### config.mk
export PLATFORM = sky130hd
export DESIGN_NAME = circular_fifo
export DESIGN_NICKNAME = d
export VERILOG_FILES = /design/src/rtl/circular_fifo.sv
export SDC_FILE = /design/constraint.sdc
export NUM_CORES = 1
export LEC_CHECK = 0
export BUFFER_PORTS_ARGS = -buffer_cell sky130_fd_sc_hd__clkbuf_2
export CAP_MARGIN = 20
export CORE_MARGIN = 8
export CORE_UTILIZATION = 50
export DETAILED_ROUTE_END_ITERATION = 7
export GPL_ROUTABILITY_DRIVEN = 1
export PLACE_DENSITY = 0.71
export SLEW_MARGIN = 20
export SYNTH_ARGS = -nofsm -noshare
export SYNTH_HDL_FRONTEND = slang
export SYNTH_SLANG_ARGS = --single-unit
### constraint.sdc
create_clock -name clk_i -period 2.35 [get_ports clk_i]
set_clock_uncertainty 0.05 [all_clocks]
set_input_delay 0.3525 -clock clk_i [delete_from_list [all_inputs] [get_ports clk_i]]
set_output_delay 0.3525 -clock clk_i [all_outputs]
set_load 0.03 [all_outputs]
### src/rtl/circular_fifo.sv
// circular_fifo: single-clock circular-buffer FIFO with first-word fall-through and full/empty flags.
// Define CIRC_FIFO_ERR_FLAGS_EN to build the registered overflow_o/underflow_o pulses and their warnings.
module circular_fifo #(
    parameter int DATA_W       = 1,
    parameter int FIFO_DEPTH_W = 2,
    parameter int ID           = 0
) (
    input  logic              clk_i,
    input  logic              rst_ni,
    input  logic              wr_en_i,
    input  logic              rd_en_i,
    input  logic [DATA_W-1:0] data_i,
    output logic [DATA_W-1:0] data_o,
    output logic              full_o,
    output logic              empty_o,
    output logic              overflow_o,
    output logic              underflow_o
);
    localparam int DEPTH = 1 << FIFO_DEPTH_W;

    logic [DATA_W-1:0]     mem_q [DEPTH];
    logic [FIFO_DEPTH_W:0] wr_ptr_q, wr_ptr_d, rd_ptr_q, rd_ptr_d;
    logic                  wr_ok, rd_ok;
    logic                  unused_id;

    assign unused_id = ID[0];

    assign empty_o = wr_ptr_q == rd_ptr_q;
    assign full_o  = (wr_ptr_q[FIFO_DEPTH_W-1:0] == rd_ptr_q[FIFO_DEPTH_W-1:0]) &&
                     (wr_ptr_q[FIFO_DEPTH_W] != rd_ptr_q[FIFO_DEPTH_W]);
    assign data_o  = mem_q[rd_ptr_q[FIFO_DEPTH_W-1:0]];

    // A read frees a slot in the same cycle, so a full FIFO still takes a write alongside it
    assign wr_ok    = wr_en_i && (!full_o || rd_en_i);
    assign rd_ok    = rd_en_i && !empty_o;
    assign wr_ptr_d = wr_ok ? wr_ptr_q + 1'b1 : wr_ptr_q;
    assign rd_ptr_d = rd_ok ? rd_ptr_q + 1'b1 : rd_ptr_q;

    always_ff @(posedge clk_i or negedge rst_ni) begin
        if (!rst_ni) begin
            wr_ptr_q <= '0;
            rd_ptr_q <= '0;
            for (int i = 0; i < DEPTH; i++) mem_q[i] <= '0;
        end else begin
            wr_ptr_q <= wr_ptr_d;
            rd_ptr_q <= rd_ptr_d;
            if (wr_ok) mem_q[wr_ptr_q[FIFO_DEPTH_W-1:0]] <= data_i;
        end
    end

`ifdef CIRC_FIFO_ERR_FLAGS_EN
    logic overflow_q, overflow_d, underflow_q, underflow_d;

    assign overflow_d  = wr_en_i && full_o && !rd_en_i;
    assign underflow_d = rd_en_i && empty_o;
    assign overflow_o  = overflow_q;
    assign underflow_o = underflow_q;

    always_ff @(posedge clk_i or negedge rst_ni) begin
        if (!rst_ni) begin
            overflow_q  <= 1'b0;
            underflow_q <= 1'b0;
        end else begin
            overflow_q  <= overflow_d;
            underflow_q <= underflow_d;
        end
    end

`ifndef SYNTHESIS
    always_ff @(posedge clk_i) begin
        if (rst_ni && overflow_d)  $display("circular_fifo[%0d]: write rejected, FIFO full", ID);
        if (rst_ni && underflow_d) $display("circular_fifo[%0d]: read rejected, FIFO empty", ID);
    end
`endif
`else
    assign overflow_o  = 1'b0;
    assign underflow_o = 1'b0;
`endif

endmodule

==> flow_summary.json <==
{
  "maxCapViolations": 0,
  "hold_class": "in -> reg",
  "drc_errors": 0,
  "worst_slew_pin_slew_ns": 0.5190,
  "synth_area_per_cell_um2": 11.34,
  "reg2reg_depth": 3,
  "finalHoldViolCount": 0,
  "outcome": "finished, final reports clean",
  "core-area_um2": 1301,
  "yosysSeqAreaShare_pct": 36.17,
  "crit_path_start_kind": "flop",
  "p_int_uw": 608.3,
  "synth-seq-cells": 10,
  "crit_arrival_ns": 1.62,
  "reg2reg_slack_ns": 0.66,
  "rr_startpoint": "wr_ptr_q[2]",
  "combPwrFrac_pct": 56.0,
  "grt.total_usage_pct": 10.38,
  "relSlewSlack_pct": 65.37,
  "yosys.area.top_type": "dfrtp_1",
  "slew_violations": 0,
  "p_leak_nw": 0.3376,
  "synth_edf_count": 0,
  "yosysMostFrequentCell": "dfrtp_1",
  "post_cts_buffers": 0,
  "firstDrtPassIters": 4,
  "clock.fmax_mhz": 493.6,
  "die_area_um2": 2830,
  "numCtsBuffers": 3,
  "gp_congestion": 0.8099,
  "synth_top_area_share_pct": 36.17,
  "timing.final.ws_setup_ns": 0.3240,
  "required_ns": 1.95,
  "layout.nets": 81,
  "diodes": 0,
  "pwr-share-clk_pct": 12.9,
  "critPathKind": "reg -> out",
  "cts_tree": "yes",
  "r2r_end": "mem_q[3]",
  "ys.flop_type": "dfrtp_1",
  "syn2layout_area_growth_pct": 12.66,
  "clock_path_buffers": 2,
  "fp.dieW_um": 53.20,
  "cp-end-kind": "output port",
  "netlist_top_cells_count": "dfrtp_1, mux2_1, ha_1",
  "clk-insertion-delay-late_ns": 0.26,
  "first_iter_violations": 13,
  "finalWirelength_um": 1189,
  "rows": 13,
  "synth_area_leaders": "dfrtp_1, mux2_1, ha_1",
  "ctsHtreeMaxLevel": 1,
  "numPortBuffers": 7,
  "p_sw_share_pct": 49.01,
  "ys_async_sr_fraction_pct": 100.0,
  "worstHoldPathCells": 2,
  "wl_per_cell_um": 13.99,
  "power_frac_seq_pct": 31.1,
  "post-place-ws_ns": 0.3812,
  "clk_pin_slew_worst_paths_ns": 0.07,
  "antenna_found_initial": 0,
  "start_util_pct": 53.17,
  "drt-vias-per-instance": 5.706,
  "grt_max_degree": 14,
  "max_stage_delay_ns": 0.48,
  "antenna_left": 0,
  "finalCriticalPeriod_ns": 2.026,
  "fin_tns_setup_ns": 0,
  "p_sw_uw": 584.8,
  "finalCritPeriodShare_pct": 86.21,
  "die_h_um": 53.20,
  "top_level_ports": 10,
  "whs_endpoint": "mem_q[2]",
  "path_max_fanout": 12,
  "synth_warnings": 0,
  "drive_gt1_share_pct": 22.86,
  "synth.distinct_cells": 27,
  "crit_chain": "xor2_2 > or2_1 > nor2_1 > clkbuf_2",
  "grt_pass1_vias": 483,
  "min-delay-start": "data_i",
  "grt_pass1_wl_um": 2166,
  "syn_inst": 61,
  "syn-cell-area_um2": 691.9,
  "clock-sinks": 10,
  "p_per_area_nw_per_um2": 1531,
  "setup_violations": 0,
  "grt_setup_unrepaired": "no",
  "grt-ovfl-total": 0,
  "via_count": 485,
  "nFillCells": 113,
  "slowest_stage": "xor2_2",
  "ir_worst_vdd_mv": 0.7508,
  "cts-root-buf": "clkbuf_4"
}
-- layout make-up --
| cell class | count | area [um^2] | share of cell area (%) |
|---|---|---|---|
| Timing Repair Buffer | 8 | 45.04 | 5.778 |
| Tap cell | 15 | 18.77 | 2.408 |
| Inverter | 4 | 15.01 | 1.926 |
| Clock buffer | 4 | 36.28 | 4.655 |
| Multi-Input combinational cell | 44 | 414.1 | 53.13 |
| Sequential cell | 10 | 250.2 | 32.10 |
-- how the worst max path moves through the flow --
stage / cells after the start / end / from / slack [ns]
6_report: 4 / full_o / rd_ptr_q[1] / 0.32
3_5_place_dp: 4 / full_o / wr_ptr_q[1] / 0.38
4_1_cts: 4 / full_o / wr_ptr_q[1] / 0.07
2_1_floorplan: 4 / empty_o / rd_ptr_q[1] / 0.51
5_1_grt: 4 / full_o / wr_ptr_q[1] / 0.17
3_3_place_gp: 4 / full_o / wr_ptr_q[1] / 0.40
-- worst max-delay path: cells and delay by family (launching register included) --
family	cells	cell delay, ns
flops	1	0.43
simple gates	2	0.25
buf+inv	1	0.20
xor+xnor	1	0.48
-- cells by family (layout without fill, tap and decap cells) --
family                   Yosys count  count (layout)  share of synthesized area [%]
adder cells (fa/ha/maj)            5               5                          9.042
buffers and inverters              8              16                          5.603
XOR/XNOR                           5               5                          8.501
multiplexers                       7               7                          13.02
AO/OA/AOI/OAI                     13              13                          18.08
other                              1               2                         0.5420
AND/OR/NAND/NOR                   12              12                          9.042
flip-flops                        10              10                          36.17
-- layout by cell type (no fill, tap or decap), types with 2 or more instances in the layout --
master     n
o211ai_1   2
inv_1      4
o41ai_1    4
clkbuf_4   3
nand2_1    3
conb_1     2
xor2_2     2
ha_1       5
nor2_1     2
clkbuf_2   7
o311ai_0   2
mux2_1     6
and2_1     4
dfrtp_1   10
-- metrics by stage --
stage	cell area (um^2)	std cells	power [mW]	hold WS, ns	util [%]
6_report	779.5	85	1.193	0.3023	59.90
4_1_cts	772.0	85	1.199	0.2926	59.33
3_3_place_gp	725.7	80	1.019	0.1863	55.77
5_1_grt	779.5	85	1.314	0.2796	59.90
2_1_floorplan	695.7	62	0.8968	0.006909	-
3_5_place_dp	725.7	80	1.034	0.1882	55.77
-- power groups by stage --
| stage | Clock (mW) | Combinational [mW] | Sequential (mW) |
|---|---|---|---|
| 6_report | 0.154 | 0.668 | 0.371 |
| 5_1_grt | 0.178 | 0.749 | 0.387 |
| 4_1_cts | 0.164 | 0.667 | 0.368 |
| 3_5_place_dp | 0 | 0.662 | 0.372 |
| 3_3_place_gp | 0 | 0.649 | 0.370 |
| 2_1_floorplan | 0 | 0.548 | 0.349 |
-- metal layers --
| layer | GRT usage [%] | vias up | wire length, um |
|---|---|---|---|
| li1 | - | 239 | - |
| met2 | 14.65 | 9 | 548 |
| met1 | 13.78 | 235 | 577 |
| met4 | 5.042 | 0 | 9 |
| met5 | 0 | - | 0 |
| met3 | 3.361 | 2 | 53 |
-- registers in the layout (all words and copies together) (netlist names) --
signal and flops:
mem_q 4, wr_ptr_q 3, rd_ptr_q 3
-- timing repair --
item / in CTS / in global routing
gates resized for setup: 0 / 1
setup endpoints to repair: 0 / 2
endpoints found under the hold margin: 10 / 0
hold buffers: 1 / 0
(Power assumes the default switching activity.)
